--- src/rtl/gate_row_sequencer.sv ---
// gate_row_sequencer: initiator side of the r/z gate interface.
// A start snapshots xt/ht1, issues CELLNUM gate rows (Wx row, Wh row, bias
// element) one per cycle, collects CELLNUM in-order scalar results and packs
// them into gate_vec. Optional build macro GATE_TIMEOUT_EN adds a WAIT-state
// idle watchdog that aborts the sequence after TIMEOUT quiet cycles.
module gate_row_sequencer #(
  parameter int INPUTDIMEN = 4,
  parameter int CELLNUM    = 4,
  parameter int DATABIT    = 16,
  parameter int TIMEOUT    = 32
) (
  input  logic                                    clk,
  input  logic                                    rst_n,
  input  logic                                    start,
  input  logic [INPUTDIMEN*DATABIT-1:0]           xt,
  input  logic [CELLNUM*DATABIT-1:0]              ht1,
  input  logic [CELLNUM*INPUTDIMEN*DATABIT-1:0]   wx,
  input  logic [CELLNUM*CELLNUM*DATABIT-1:0]      wh,
  input  logic [CELLNUM*DATABIT-1:0]              bias,
  output logic                                    g_en,
  output logic [INPUTDIMEN*DATABIT-1:0]           g_xt,
  output logic [CELLNUM*DATABIT-1:0]              g_ht1,
  output logic [INPUTDIMEN*DATABIT-1:0]           g_wx_row,
  output logic [CELLNUM*DATABIT-1:0]              g_wh_row,
  output logic signed [DATABIT-1:0]               g_b,
  input  logic                                    g_result_valid,
  input  logic signed [DATABIT-1:0]               g_result,
  output logic                                    busy,
  output logic                                    done,
  output logic [CELLNUM*DATABIT-1:0]              gate_vec,
  output logic                                    err,
  output logic                                    timeout
);

  localparam int CW = $clog2(CELLNUM + 1);
  localparam int XW = INPUTDIMEN * DATABIT;
  localparam int HW = CELLNUM * DATABIT;

  typedef enum logic [1:0] {S_IDLE, S_ISSUE, S_WAIT, S_DONE} state_t;

  state_t                    r_state;
  state_t                    w_state_nxt;
  logic [CW-1:0]             r_issue_cnt;
  logic [CW-1:0]             r_rcv_cnt;
  logic [CW-1:0]             w_rcv_nxt;
  logic                      w_collect;
  logic                      w_accept;
  logic                      w_unexp;
  logic                      w_start_acc;
  logic                      w_timeout;
  logic [XW-1:0]             r_xt;
  logic [HW-1:0]             r_ht1;
  logic [XW-1:0]             r_wx_row;
  logic [HW-1:0]             r_wh_row;
  logic signed [DATABIT-1:0] r_b;
  logic [XW-1:0]             w_wx_row;
  logic [HW-1:0]             w_wh_row;
  logic signed [DATABIT-1:0] w_b;
  logic [HW-1:0]             r_gate_vec;
  logic                      r_err;

  // Result acceptance: only while collecting and a free slot remains.
  always_comb begin
    w_collect = ((r_state == S_ISSUE) || (r_state == S_WAIT)) &&
                (r_rcv_cnt != CW'(CELLNUM));
    w_accept  = g_result_valid && w_collect;
    w_unexp   = g_result_valid && !w_collect;
    w_rcv_nxt = r_rcv_cnt + CW'(w_accept);
  end

`ifdef GATE_TIMEOUT_EN
  localparam int TW = $clog2(TIMEOUT + 1);
  logic [TW-1:0] r_idle_cnt;

  // Idle watchdog: counts quiet WAIT cycles, restarts on every result strobe.
  always_ff @(posedge clk or negedge rst_n) begin
    if (!rst_n) begin
      r_idle_cnt <= '0;
    end else if ((r_state != S_WAIT) || g_result_valid) begin
      r_idle_cnt <= '0;
    end else begin
      r_idle_cnt <= r_idle_cnt + 1'b1;
    end
  end

  assign w_timeout = (r_state == S_WAIT) && !g_result_valid &&
                     (r_idle_cnt == TW'(TIMEOUT - 1));
`else
  assign w_timeout = 1'b0;
`endif

  // State register.
  always_ff @(posedge clk or negedge rst_n) begin
    if (!rst_n) begin
      r_state <= S_IDLE;
    end else begin
      r_state <= w_state_nxt;
    end
  end

  // Next-state and control strobes.
  always_comb begin
    w_state_nxt = r_state;
    w_start_acc = 1'b0;
    g_en        = 1'b0;
    busy        = 1'b0;
    done        = 1'b0;
    case (r_state)
      S_IDLE: begin
        if (start) begin
          w_start_acc = 1'b1;
          w_state_nxt = S_ISSUE;
        end
      end
      S_ISSUE: begin
        g_en = 1'b1;
        busy = 1'b1;
        if (r_issue_cnt == CW'(CELLNUM - 1)) begin
          w_state_nxt = (w_rcv_nxt == CW'(CELLNUM)) ? S_DONE : S_WAIT;
        end
      end
      S_WAIT: begin
        busy = 1'b1;
        if (w_rcv_nxt == CW'(CELLNUM)) begin
          w_state_nxt = S_DONE;
        end else if (w_timeout) begin
          w_state_nxt = S_IDLE;
        end
      end
      S_DONE: begin
        busy        = 1'b1;
        done        = 1'b1;
        w_state_nxt = S_IDLE;
      end
      default: w_state_nxt = S_IDLE;
    endcase
  end

  // Row select: live mux while issuing, otherwise replay the last issued row.
  always_comb begin
    w_wx_row = r_wx_row;
    w_wh_row = r_wh_row;
    w_b      = r_b;
    if (r_state == S_ISSUE) begin
      for (int k = 0; k < CELLNUM; k++) begin
        if (r_issue_cnt == CW'(k)) begin
          w_wx_row = wx[k*XW +: XW];
          w_wh_row = wh[k*HW +: HW];
          w_b      = bias[k*DATABIT +: DATABIT];
        end
      end
    end
  end

  // Hold registers so row outputs keep their last value outside ISSUE.
  always_ff @(posedge clk or negedge rst_n) begin
    if (!rst_n) begin
      r_wx_row <= '0;
      r_wh_row <= '0;
      r_b      <= '0;
    end else if (r_state == S_ISSUE) begin
      r_wx_row <= w_wx_row;
      r_wh_row <= w_wh_row;
      r_b      <= w_b;
    end
  end

  // Snapshots, counters and result packing.
  always_ff @(posedge clk or negedge rst_n) begin
    if (!rst_n) begin
      r_xt        <= '0;
      r_ht1       <= '0;
      r_issue_cnt <= '0;
      r_rcv_cnt   <= '0;
      r_gate_vec  <= '0;
    end else if (w_start_acc) begin
      r_xt        <= xt;
      r_ht1       <= ht1;
      r_issue_cnt <= '0;
      r_rcv_cnt   <= '0;
      r_gate_vec  <= '0;
    end else begin
      if (r_state == S_ISSUE) begin
        r_issue_cnt <= r_issue_cnt + 1'b1;
      end
      if (w_accept) begin
        r_rcv_cnt <= w_rcv_nxt;
        for (int k = 0; k < CELLNUM; k++) begin
          if (r_rcv_cnt == CW'(k)) begin
            r_gate_vec[k*DATABIT +: DATABIT] <= g_result;
          end
        end
      end
    end
  end

  // Sticky error: an unexpected strobe wins over the clear from a start.
  always_ff @(posedge clk or negedge rst_n) begin
    if (!rst_n) begin
      r_err <= 1'b0;
    end else if (w_unexp) begin
      r_err <= 1'b1;
    end else if (w_start_acc) begin
      r_err <= 1'b0;
    end
  end

  assign g_xt     = r_xt;
  assign g_ht1    = r_ht1;
  assign g_wx_row = w_wx_row;
  assign g_wh_row = w_wh_row;
  assign g_b      = w_b;
  assign gate_vec = r_gate_vec;
  assign err      = r_err;
  assign timeout  = w_timeout;

endmodule

--- config.mk ---
export PLATFORM = sky130hd
export DESIGN_NAME = gate_row_sequencer
export DESIGN_NICKNAME = d
export VERILOG_FILES = /design/src/rtl/gate_row_sequencer.sv
export SDC_FILE = /design/constraint.sdc
export NUM_CORES = 1
export LEC_CHECK = 0
export ABC_CLOCK_PERIOD_IN_PS = 3000
export BUFFER_PORTS_ARGS = -buffer_cell sky130_fd_sc_hd__buf_2
export CAP_MARGIN = 15
export CORE_AREA = 2 2 409 411
export DETAILED_ROUTE_END_ITERATION = 12
export DIE_AREA = 0 0 411 413
export PLACE_DENSITY = 0.41
export SYNTH_ARGS = -nofsm -noshare
export SYNTH_HDL_FRONTEND = slang
export SYNTH_SLANG_ARGS = --single-unit
--- constraint.sdc ---
create_clock -name clk -period 3 [get_ports clk]
set_input_delay 0.45 -clock clk [delete_from_list [all_inputs] [get_ports clk]]
set_output_delay 0.45 -clock clk [all_outputs]
set_load 0.01 [all_outputs]
# Word level (Yosys, flattened, before mapping)
# Cells that the tools add are included.
[word_totals]
ff_bits = 345
inputBits = 724
word_cells = 87
[classes]
add_sub_neg = 2
eq_ne = 14
n_mux = 37
n_reduce_logical = 21
[ops]
columns = ["op", "n"]
rows = [
  ["$mux 64", 12],
  ["$mux 16", 9],
  ["$reduce_bool 2->1", 7],
  ["$eq 3x2->1 const B", 4],
  ["$mux 3", 4],
  ["$mux 1", 8],
  ["$pmux 2 s4", 1],
  ["$reduce_and 2->1", 4],
  ["$eq 3x1->1 const B", 2],
  ["$logic_not 3->1", 2],
  ["$mux 2", 3],
  ["$eq 2x2->1 const B", 2],
  ["$ne 2x1->1 const B", 2],
  ["$add 3x1->3", 1],
  ["$add 3x1->3 const B", 1],
  ["$eq 3x3->1 const B", 1],
  ["$logic_and 1x1->1", 3],
  ["$ne 3x3->1 const B", 1],
  ["$reduce_and 3->1", 1],
  ["$reduce_or 3->1", 1],
  ["$eq 2x1->1 const B", 1],
  ["$logic_not 2->1", 1],
  ["$ne 2x2->1 const B", 1],
  ["$logic_not 1->1", 1],
  ["$logic_or 1x1->1", 1],
]

# Longest topological paths before layout
# Gate-level depths: netlist (run 1).
[depth]
depth_word = 9
depth_mapped = 11
mapped_depth_nobuf = 10

# Worst setup path before layout (run 1)
# Ideal clock, no wire load.
[synth_timing]
path_kind = "register to register"
startpoint = "register r_rcv_cnt[0]"
endpoint = "register r_state[1]"
setup_time_ps = 127
arrival_ps = 2384
slack_ps = 488
stages_incl_launch_ff = 10
period_less_slack_ps = 2512
path_cell_list = "dfrtp_1 -> or3b_2 -> nand3_1 -> inv_1 -> ha_1 -> ha_1 -> nor2_1 -> a21boi_1 -> or3_1 -> mux2_1"
[synth_via]
elab_chain_cells = 7
[synth_lines]
columns = ["item", "line", "source"]
rows = [
  ["from (decl)", "44", "logic [CW-1:0] r_rcv_cnt;"],
  ["from (signal assigned)", "187", "r_rcv_cnt <= w_rcv_nxt;"],
  ["$ne 3x3->1", "65", "(r_rcv_cnt != CW'(CELLNUM));"],
  ["$logic_and 1x1->1", "64", "w_collect = ((r_state == S_ISSUE) || (r_state == S_WAIT)) &&"],
  ["$logic_and 1x1->1", "66", "w_accept = g_result_valid && w_collect;"],
  ["$add 3x1->3 (*)", "68", "w_rcv_nxt = r_rcv_cnt + CW'(w_accept);"],
  ["$eq 3x3->1 (*)", "124", "if (w_rcv_nxt == CW'(CELLNUM)) begin"],
  ["$ne 2x1->1 (no line) (*)", "--", ""],
  ["$reduce_and 3->1 (no line) (*)", "--", ""],
  ["to (signal assigned)", "97", "r_state <= w_state_nxt;"],
  ["to (decl)", "41", "state_t r_state;"],
]
# Every way passes the cells marked *; elsewhere a longest branch is shown, timed or not.
# A chain may end at the register's enable or synchronous reset.

# Final worst setup path (run 1)
[layout_timing]
startpoint = "register r_issue_cnt[1]"
endpoint = "output port g_wh_row[44]"
[layout_via]
elab_chain_cells = 6
[layout_lines]
columns = ["item", "line", "source"]
rows = [
  ["from (decl)", "43", "logic [CW-1:0] r_issue_cnt;"],
  ["from (signal assigned)", "184", "r_issue_cnt <= r_issue_cnt + 1'b1;"],
  ["$logic_not 3->1", "146", "if (r_issue_cnt == CW'(k)) begin"],
  ["$mux 64 (3 in a row)", "146", ""],
  ["$mux 64 (*)", "146", ""],
  ["$mux 64 (*)", "144", "if (r_state == S_ISSUE) begin"],
  ["to (decl)", "24", "output logic [CELLNUM*DATABIT-1:0] g_wh_row,"],
]
# Marks and branches as above.

==> summary.txt, run 1 <==
Placement
  – Placed Instance Area: approximately 28,000 µm²
  – HPWL Detailed: ~98,000 µm
  – Routability cong.: between 0.9 and 1
  – Dpl cells: 5,245
  – PortBufs: ~1.1k

Global routing
  – Global Route Usage Sum: 0.153
  – Global-route wire length before repair: 183,000 µm
  – Total gr overflow: 0
  – Vias in the first global route: between 20k and 25k
  – Largest net degree at the start of global routing: roughly 130
  – Initial antenna violation count: 70

STA
  – Clock Skew: roughly 0.022 ns
  – Final Max Tran Viols: 0
  – Final setup viols: approximately 130
  – Relative slew slack: 0.478
  – Final WS setup: -0.198 ns
  – Final Hold Vio Count: 0
  – Final period utilization: 1.07
  – RSZ-0062 raised after global routing: yes
  – Setup TNS: -11.62 ns
  – Achievable Freq: 313 MHz
  – Worst-Margin Slew: slightly below 0.8 ns
  – Final min period: 3.20 ns

Power
  – Gate power share: 0.695
  – Leakage: about 15 nW
  – IR drop worst, VDD: between 0.6 and 0.7 mV
  – Clock network fraction of total power: 0.126
  – Switch share: 0.473
  – Switch Pwr: approximately 22 mW
  – Power density cells: about 1300 nW/µm²
  – Internal power: between 20 and 25 mW
  – Seq pwr share: 0.179

Routing
  – Drt wl/cell: 25.9 µm
  – Remaining DRCs: 0
  – Final wirelength: about 150,000 µm
  – Post-DRT Antenna Nets: 0
  – Vias: 23.1k
  – Initial DRT Pass Iterations: 5
  – First-iteration detailed-routing DRC count: ~1.6k
  – Via/cell ratio: 4.11

Yosys
  – Synth warn: 0
  – Avg Inst Size Synth: 9.47 µm²
  – Post-Synth XOR/XNOR Area: 0.00135
  – Post-synthesis cell type count: 45
  – Synth Area in Compound Gates: 0.298
  – Mux cell area share after synthesis: 0.0933
  – Asr flop ratio synth: 1.00
  – Largest family of logic cells by synthesized area: compound AO/OA/AOI/OAI gates
  – Post-synth EDFFs: 0
  – Post-Synthesis Cells: about 2k
  – Post-Synth Adder-Cell Area: 0.00772
  – Predominant post-synthesis flop cell: dfrtp_1
  – Sequential-to-total area share from yosys stat: 0.444
  – Post-synthesis register bit count: 345
  – Biggest area consumer among synthesized cells: dfrtp_1
  – Top cell type's share of synthesized area: 0.444
  – Synth Area in Simple Gates: 0.106
  – Synth area leaders: dfrtp_1, a21oi_1, a221oi_2
  – Mapped Area: between 15,000 and 20,000 µm²
  – Net Count, Synth: ~2.8k

Clock network
  – CTS Sinks: roughly 350
  – # H-tree levels: 2
  – CTS buffer count: 47
  – Worst skew pair latency: 0.63 ns
  – Longest Clk Path Bufs: 3
  – TritonCTS clock tree: yes
  – Clk pin slew, worst setup/hold paths: roughly 0.06 ns
  – Root Driver: clkbuf_16

Cells and area
  – Share of post-route cells with drive strength above 1: 0.531
  – Layout area overhead: 80.3%
  – Fin nets: roughly 4.1k
  – Post-route non-filler standard cell count: 5,606
  – Finished Core Util: 0.211
  – Cell area after layout: about 35,000 µm²

Critical path
  – WS Path Type: reg -> out
  – CP most frequent cell: buf_16
  – Worst Setup Start Kind: flop
  – Worst EP required: 2.55 ns
  – Crit-path max cell delay: around 0.47 ns
  – Flop2flop setup slack: 0.32 ns
  – Peak fanout along the critical path: 8
  – Worst path cell trace: inv_4, ha_4, o21ai_4, buf_12, buf_16, buf_16, buf_16, a221oi_4, o21ai_1, buf_2
  – Worst path arrival time: 2.75 ns
  – Critical Path End Type: primary output
  – Crit path from: r_issue_cnt[1]
  – Crit-path slowest cell: dfrtp_2
  – R2r startpoint: r_rcv_cnt[0]

Floorplanning
  – Die ar.: 170,000 µm²
  – DIE HEIGHT: about 410 µm
  – Starting Density: 0.117
  – IO Pins: roughly 1.1k
  – Die Width: about 400 µm
  – Core area: roughly 170,000 µm²
  – Site Rows: 150

Job
  – Maxcap violations: 0

Outcome
  – Failing checks: setup timing
  – Outcome: finished with violations

Min path
  – Hold path start: wh[222]
  – Hold Crit Class: in -> reg
path summary, 6_finish.rpt:
path	cells past startpoint	end
max in group asynchronous	4	r_wx_row[63]
worst max register to register	9	r_state[1]
min in group asynchronous	2	g_ht1[39]
worst min register to register	1	g_ht1[43]
worst min-delay path	3	r_wh_row[30]
worst max-delay path	10	g_wh_row[44]
what timing repair did:
item | 4_1_cts | 5_1_grt
pin swaps | 31 | 115
hold endpoints to repair | 143 | 0
gates cloned | 33 | 21
resized for setup | 251 | 268
hold buffers | 114 | 0
endpoints found under the setup margin | 144 | 144
setup buffers | 52 | 47
power groups by stage:
| stage | logic [mW] | registers (mW) | clock network [mW] |
|---|---|---|---|
| after global placement | 22.1 | 8.02 | 0 |
| after CTS | 28.0 | 8.06 | 6.09 |
| after global routing | 34.3 | 8.53 | 6.24 |
| after detailed placement | 22.1 | 8.07 | 0 |
| final | 32.2 | 8.29 | 5.87 |
| after floorplan | 12.3 | 8.39 | 0 |
layer usage:
layer / vias to the layer above / global-route usage / wire [µm]
li1: 10200 / - / -
met1: 11500 / 0.198 / 61100
met2: 1115 / 0.248 / 67700
met3: 274 / 0.0384 / 11400
met4: 46 / 0.0497 / 4840
met5: - / 0 / 310
kinds of logic (layout without fill, tap and decap cells):
| kind of cell | Yosys count | in the layout |
|---|---|---|
| compound gates | 915 | 915 |
| xor+xnor | 3 | 3 |
| fa+ha+maj | 12 | 12 |
| buf+inv | 186 | 1508 |
| flops | 345 | 345 |
| mux | 165 | 165 |
| other cells | 1 | 28 |
| simple gates | 426 | 426 |
worst max-delay path: cells and delay by family, from the launching register on:
family	cells	cell delay, ns
AO/OA/AOI/OAI	3	0.48
flip-flops	1	0.47
buffers and inverters	6	0.90
adder cells (fa/ha/maj)	1	0.22
flip-flops by register name, indices dropped and copies added (netlist names):
| signal | cells |
|---|---|
| r_b | 16 |
| g_xt | 64 |
| r_state | 2 |
| r_wh_row | 64 |
| r_wx_row | 64 |
| g_ht1 | 64 |
| gate_vec | 64 |
| r_rcv_cnt | 3 |
| r_issue_cnt | 3 |
| err | 1 |
layout make-up:
| class | instances | area [µm²] |
|---|---|---|
| multi-input combinational | 1522 | 11700 |
| timing repair buffer | 1421 | 10300 |
| clock buffer | 59 | 1250 |
| clock inverter | 20 | 289 |
| antenna | 27 | 67.6 |
| sequential | 345 | 8640 |
| fill | 18500 | 131000 |
| tap | 2204 | 2760 |
| inverter | 8 | 35.0 |
cells in the final DEF, fill, tap and decap left out, types with 30 or more instances in the layout:
cell type,n
a21oi_1,281
a21oi_2,38
a221oi_2,41
a221oi_4,90
buf_12,37
buf_16,41
buf_2,1050
buf_4,114
buf_6,30
clkbuf_16,67
dfrtp_1,342
dlygate4sd3_1,114
mux2_2,129
mux2i_1,35
nand2_1,80
nor2_1,151
nor2b_1,155
o21ai_0,111
o21ai_1,275
o21ai_2,44
per-stage QoR:
| stage | power [mW] | hold slack (ns) | worst slack, ns |
|---|---|---|---|
| finish | 46.4 | 0.0605 | -0.198 |
| global route | 49.0 | 0.0211 | -0.293 |
| CTS | 42.1 | 0.0000767 | -0.268 |
| detailed placement | 30.1 | 0.382 | -0.104 |
| global placement | 30.1 | 0.387 | -0.127 |
| floorplan | 20.7 | 0.154 | 0.488 |
synth_stat cells (all sizes together), types with 8 or more instances:
cell / instances
nor2: 172
o21ai: 437
clkbuf: 70
o221a: 11
buf: 108
nor2b: 158
a21oi: 331
mux2: 130
dfrtp: 345
a221oi: 131
mux2i: 35
inv: 8
nand2: 81
ha: 12
Power figures use the tool's default switching activity.
==> run 2: changes to the inputs <==
- ABC_CLOCK_PERIOD_IN_PS: 3000 -> 2900
- TNS_END_PERCENT: unset -> 20
- clock period: 3 -> 2.9 ns (I/O delays scaled with it)
==> summary.txt, run 2 (same netlist as run 1, synthesis figures left out) <==
Clock network
  – CTS buffer count: 47 (unchanged)
  – Longest Clk Path Bufs: 3 (unchanged)
  – Worst skew pair latency: 0.65 ns (was 0.63 ns)
  – # H-tree levels: 2 (unchanged)
  – Clk pin slew, worst setup/hold paths: 0.06 ns (about the same)
  – Root Driver: clkbuf_16 (unchanged)
  – TritonCTS clock tree: yes (unchanged)
  – CTS Sinks: 345 (unchanged)

STA
  – RSZ-0062 raised after global routing: yes (unchanged)
  – Achievable Freq: ~320 MHz
  – Hold_ws: 0.0639 ns (was 0.0605 ns)
  – Final min period: approximately 3.2 ns
  – Final period utilization: 1.09
  – Final Max Tran Viols: 0 (unchanged)
  – Final Hold Vio Count: 0 (unchanged)
  – Final WS setup: -0.263 ns (was -0.198 ns)
  – Final setup viols: 141 (was 129)
  – Clock Skew: 0.0392 ns (was 0.0224 ns)
  – Worst-Margin Slew: 0.637 ns (was 0.784 ns)
  – Setup TNS: -21.40 ns (was -11.62 ns)
  – Relative slew slack: 0.575 (was 0.478)

Global routing
  – Met3 Usage GRT: 0.0410 (was 0.0384)
  – Initial antenna violation count: 54 (was 70)
  – Total gr overflow: 0 (unchanged)
  – Global Route Usage Sum: 0.150 (was 0.153)
  – Gr busiest metal: met2 (unchanged)
  – Global-route wire length before repair: 181,000 µm (was 183,000 µm)
  – M1 GR Usage: 0.190 (was 0.198)
  – M2 GR Usage: 0.248 (about the same)
  – Largest net degree at the start of global routing: 107 (was 133)
  – Vias in the first global route: 22.7k (was 22.4k)

Routing
  – Post-DRT Antenna Nets: 0 (unchanged)
  – Final wirelength: 137,000 µm (was 145,000 µm)
  – First-iteration detailed-routing DRC count: 1,320 (was 1,571)
  – Remaining DRCs: 0 (unchanged)
  – Initial DRT Pass Iterations: 5 (unchanged)
  – Drt wl/cell: 24.4 µm (was 25.9 µm)
  – Vias: 22.7k (was 23.1k)
  – Via/cell ratio: 4.03 (was 4.11)

Placement
  – Routability cong.: 0.903 (was 0.934)
  – HPWL Detailed: 98,700 µm (was 97,700 µm)
  – PortBufs: 1,063 (unchanged)
  – Dpl cells: 5,279 (was 5,245)

Power
  – Switch Pwr: 21.0 mW (was 21.9 mW)
  – Internal power: 23.5 mW (was 24.5 mW)
  – IR drop worst, VDD: 0.721 mV (was 0.658 mV)
  – Switch share: 0.471 (was 0.473)
  – Leakage: 15.2 nW (was 15.4 nW)
  – Gate power share: 0.673 (was 0.695)
  – Seq pwr share: 0.190 (was 0.179)
  – Clock network fraction of total power: 0.137 (was 0.126)
  – Power density cells: 1300 nW/µm² (was 1320 nW/µm²)

Floorplanning
  – Starting Density: 0.117 (unchanged)
  – Site Rows: 150 (unchanged)
  – IO Pins: 1,065 (unchanged)
  – DIE HEIGHT: 413 µm (unchanged)
  – Die Width: 411 µm (unchanged)
  – Core area: 166,000 µm² (unchanged)
  – Die ar.: 170,000 µm² (unchanged)

Min path
  – Hold path start: wx[192] (was wh[222])
  – Hold path endpoint: r_wx_row[0] (was r_wh_row[30])
  – Hold Crit Class: in -> reg (unchanged)
  – Hold Path Stages: 3 (unchanged)

Outcome
  – Failing checks: setup timing (unchanged)
  – Outcome: finished with violations (unchanged)

Cells and area
  – Commonest non-fill, non-tap cell in the layout: buf_2 (unchanged)
  – Layout area overhead: 76.2% (was 80.3%)
  – # fillers: 18.5k (about the same)
  – Share of post-route cells with drive strength above 1: 0.513 (was 0.531)
  – Post-route non-filler standard cell count: 5,626 (was 5,606)
  – Fin nets: 4,101 (was 4,081)
  – Most frequent cells in the layout: buf_2, dfrtp_1, a21oi_1 (unchanged)

Job
  – Maxcap violations: 0 (unchanged)

Critical path
  – R2R depth: 9 (unchanged)
  – Worst R2R End: r_state[1] (unchanged)
  – Flop2flop setup slack: 0.24 ns (was 0.32 ns)
  – Worst path arrival time: 2.73 ns (was 2.75 ns)
  – Worst Setup Start Kind: flop (unchanged)
  – Worst EP required: 2.47 ns (was 2.55 ns)
  – R2r startpoint: r_rcv_cnt[2] (was r_rcv_cnt[0])
  – WS Path Type: reg -> out (unchanged)
  – Critical Path End Type: primary output (unchanged)
  – Peak fanout along the critical path: 34 (was 8)
## run 2: changes by cell type in the layout (fill, tap and decap cells not counted), sizes merged
cell         before   now
buf            1281  1268
bufbuf            6     2
bufinv            4     2
clkbuf           79    70
clkinv           14    12
clkinvlp          1     3
diode            27    22
dlygate4sd3     114   168
inv               9     8
## run 2: cell type report
cell class / count / area (µm²) / share of cell area
flip-flops and latches: 345 / 8640 / 0.252
clock buffers: 67 / 1360 / 0.0397
inverters: 8 / 32.5 / 0.000949
well taps: 2204 / 2760 / 0.0805
multi-input cells: 1522 / 11200 / 0.326
clock inverters: 17 / 221 / 0.00646
repair buffers: 1441 / 10000 / 0.293
diodes: 22 / 55.1 / 0.00161
## run 2: power groups by stage
stage	sequential (mW)	combinational (mW)	clock [mW]
after floorplan	8.68	12.7	0
after global placement	8.29	23.3	0
after detailed placement	8.33	23.4	0
after CTS	8.35	28.8	6.36
after global routing	8.70	32.0	6.51
final	8.44	29.9	6.10
## run 2: worst max-delay path, stage by stage (launching register included)
cell	delay (ns)
dfrtp_2	0.43
ha_1	0.21
ha_2	0.19
buf_4	0.14
and2_4	0.19
buf_12	0.17
buf_8	0.23
a21oi_1	0.17
o21ai_1	0.11
buf_2	0.15
## run 2: through the flow
stage / power, mW / cell area, µm² / worst slack (ns) / utilization
detailed placement: 31.7 / 28100 / -0.155 / 0.170
global placement: 31.6 / 28100 / -0.122 / 0.170
finish: 44.4 / 34300 / -0.263 / 0.207
global route: 47.2 / 34300 / -0.386 / 0.206
CTS: 43.5 / 33500 / -0.343 / 0.202
floorplan: 21.4 / 19400 / 0.388 / -
## run 2: worst max-delay path by stage
stage	cells past startpoint	endpoint	start
finish	9	g_wx_row[19]	r_issue_cnt[0]
global route	11	g_wh_row[53]	r_issue_cnt[1]
CTS	11	g_wh_row[35]	r_issue_cnt[1]
detailed placement	8	g_b[2]	r_issue_cnt[0]
global placement	8	g_b[2]	r_issue_cnt[0]
floorplan	9	r_state[1]	r_rcv_cnt[0]
## run 2: what timing repair did
action	4_1_cts	5_1_grt
hold endpoints to repair	193	0
gates cloned	21	3
setup endpoints to repair	144	144
hold buffers	168	0
resized for setup	232	153
setup buffers	43	9
pin swaps	95	42
## run 2: per-layer routing
metal  wire, µm  share of wire
met1      57400           0.42
met2      65300           0.48
met3      10500          0.076
met4       3760          0.027
met5        171         0.0012
==> run 3: changes to the inputs <==
- ABC_CLOCK_PERIOD_IN_PS: 2900 -> 3080
- CORE_AREA: 2 2 409 411 -> 2 2 414 416
- DIE_AREA: 0 0 411 413 -> 0 0 416 418
- PLACE_DENSITY: 0.41 -> 0.4
- clock period: 2.9 -> 3.08 ns (I/O delays scaled with it)
==> summary.txt, run 3 (same netlist as run 1, synthesis figures left out) <==
STA
  – Final min period: 3.22 ns
  – Achievable Freq: 310 MHz
  – Final Hold Vio Count: 0 (unchanged)
  – Relative slew slack: 0.432 (was 0.575)
  – Final WS setup: -0.144 ns (was -0.263 ns)
  – Final period utilization: 1.05
  – Final setup viols: 86 (was 141)
  – Clock Skew: 0.0455 ns (was 0.0392 ns)
  – RSZ-0062 raised after global routing: yes (unchanged)
  – Final Max Tran Viols: 0 (unchanged)
  – Worst-Margin Slew: 0.851 ns (was 0.637 ns)

Clock network
  – Clk pin slew, worst setup/hold paths: 0.06 ns (about the same)
  – TritonCTS clock tree: yes (unchanged)
  – Worst skew pair latency: 0.69 ns (was 0.65 ns)
  – CTS buffer count: 50 (was 47)
  – Root Driver: clkbuf_16 (unchanged)
  – CTS Sinks: 345 (unchanged)
  – Longest Clk Path Bufs: 3 (unchanged)
  – # H-tree levels: 2 (unchanged)

Placement
  – HPWL Detailed: 106,000 µm (was 98,700 µm)
  – Worst Setup Slack post-DPL: -0.0356 ns (was -0.155 ns)
  – Placed Instance Area: 27,900 µm² (was 28,100 µm²)
  – Routability cong.: 0.990 (was 0.903)
  – PortBufs: 1,063 (unchanged)

Cells and area
  – Commonest non-fill, non-tap cell in the layout: buf_2 (unchanged)
  – Finished Core Util: 0.206 (was 0.207)
  – Share of post-route cells with drive strength above 1: 0.498 (was 0.513)
  – # fillers: 18.8k (was 18.5k)
  – Layout area overhead: 79.3% (was 76.2%)
  – Fin nets: 4,167 (was 4,101)
  – Most frequent cells in the layout: buf_2, dfrtp_1, a21oi_1 (unchanged)
  – Cell area after layout: 34,900 µm² (was 34,300 µm²)

Critical path
  – WS Path Type: reg -> out (unchanged)
  – R2R depth: 9 (unchanged)
  – Peak fanout along the critical path: 12 (was 34)
  – Worst EP required: 2.62 ns (was 2.47 ns)
  – Flop2flop setup slack: 0.40 ns (was 0.24 ns)
  – Worst Setup Start Kind: flop (unchanged)
  – Worst path arrival time: 2.76 ns (was 2.73 ns)
  – Worst R2R End: r_state[1] (unchanged)
  – R2r startpoint: r_rcv_cnt[0] (was r_rcv_cnt[2])
  – Critical Path End Type: primary output (unchanged)

Routing
  – Post-DRT Antenna Nets: 0 (unchanged)
  – Remaining DRCs: 0 (unchanged)
  – Drt wl/cell: 25.5 µm (was 24.4 µm)
  – First-iteration detailed-routing DRC count: 1,954 (was 1,320)
  – Via/cell ratio: 4.10 (was 4.03)
  – Initial DRT Pass Iterations: 7 (was 5)
  – Final wirelength: 146,000 µm (was 137,000 µm)
  – Vias: 23.4k (was 22.7k)

Min path
  – Hold path endpoint: r_wx_row[63] (was r_wx_row[0])
  – Hold Path Stages: 3 (unchanged)
  – Hold path start: wx[255] (was wx[192])
  – Hold Crit Class: in -> reg (unchanged)

Power
  – Leakage: 15.5 nW (was 15.2 nW)
  – Power density cells: 1200 nW/µm² (was 1300 nW/µm²)
  – Power, Total: 42.0 mW (was 44.4 mW)
  – IR drop worst, VDD: 0.700 mV (was 0.721 mV)

Global routing
  – Global-route wire length before repair: 191,000 µm (was 181,000 µm)
  – Global Route Usage Sum: 0.156 (was 0.150)
  – Initial antenna violation count: 62 (was 54)
  – Total gr overflow: 0 (unchanged)
  – Vias in the first global route: 23.1k (was 22.7k)
  – Largest net degree at the start of global routing: 89 (was 107)

Floorplanning
  – Die Width: 416 µm (was 411 µm)
  – IO Pins: 1,065 (unchanged)
  – Starting Density: 0.115 (was 0.117)
  – Die ar.: 174,000 µm² (was 170,000 µm²)
  – DIE HEIGHT: 418 µm (was 413 µm)
  – Core area: 169,000 µm² (was 166,000 µm²)
  – Site Rows: 151 (was 150)

Job
  – Maxcap violations: 0 (unchanged)

Outcome
  – Outcome: finished with violations (unchanged)
  – Failing checks: setup timing (unchanged)
==> run 3: cell types whose count changed in the layout (fill, tap and decap cells not counted), sizes merged <==
cell,change
buf,-16
bufbuf,+1
bufinv,+6
clkbuf,+12
clkinv,-5
clkinvlp,-2
diode,-2
dlygate4sd3,+73
inv,+2
==> run 3: per-stage QoR <==
step           hold slack [ns]  cells  setup TNS, ns
6_report                0.0807   5709          -3.75
5_1_grt                 0.0380   5702         -19.02
4_1_cts               0.000265   5663         -17.61
3_5_place_dp             0.489   5260        -0.0356
3_3_place_gp             0.484   5260        -0.0318
2_1_floorplan            0.166   2053              0
==> run 3: worst max path at each step <==
stage / end / cells past startpoint / start / slack (ns)
after floorplan: r_state[1] / 9 / r_rcv_cnt[0] / 0.57
after global placement: g_b[11] / 10 / r_issue_cnt[0] / -0.03
after detailed placement: g_b[11] / 10 / r_issue_cnt[0] / -0.04
after CTS: g_wx_row[42] / 11 / r_issue_cnt[1] / -0.22
after global routing: g_wh_row[23] / 10 / r_issue_cnt[0] / -0.25
final: g_wh_row[37] / 8 / r_issue_cnt[0] / -0.14
==> run 3: area by class of cell <==
type                            instances  area [µm²]  area share
Multi-Input combinational cell       1522       10800       0.309
Timing Repair Buffer                 1504       10800       0.309
Sequential cell                       345        8640       0.248
Tap cell                             2218        2780      0.0796
Clock buffer                           74        1470      0.0422
Clock inverter                         18         354      0.0102
Antenna cell                           20        50.0     0.00144
Inverter                                8        42.5     0.00122
==> run 3: power breakdown <==
| group | switching [mW] | internal, mW |
|---|---|---|
| combinational | 15.9 | 11.6 |
| sequential | 1.27 | 6.64 |
| clock | 2.59 | 3.99 |
==> run 3: what timing repair did <==
| item | CTS | global route |
|---|---|---|
| setup buffers | 52 | 18 |
| setup endpoints to repair | 144 | 142 |
| hold buffers | 241 | 0 |
| gates resized for setup | 269 | 106 |
| gates cloned | 18 | 10 |
| hold endpoints to repair | 302 | 0 |
| pin swaps | 71 | 28 |
==> run 3: worst max-delay path, stage by stage, from the launching register on <==
cell and delay, ns:
dfrtp_2 0.45, buf_4 0.15, ha_4 0.21, buf_16 0.17
a21oi_1 0.39, nor2_1 0.10, a221oi_2 0.26, o21ai_2 0.13
buf_4 0.18
==> run 3: routing by layer <==
metal / track usage / part of all wire / up-vias
li1: - / - / 10300
met1: 0.187 / 0.39 / 11700
met2: 0.268 / 0.49 / 1149
met3: 0.0427 / 0.082 / 265
met4: 0.0514 / 0.036 / 36
met5: 0 / 0.0015 / -
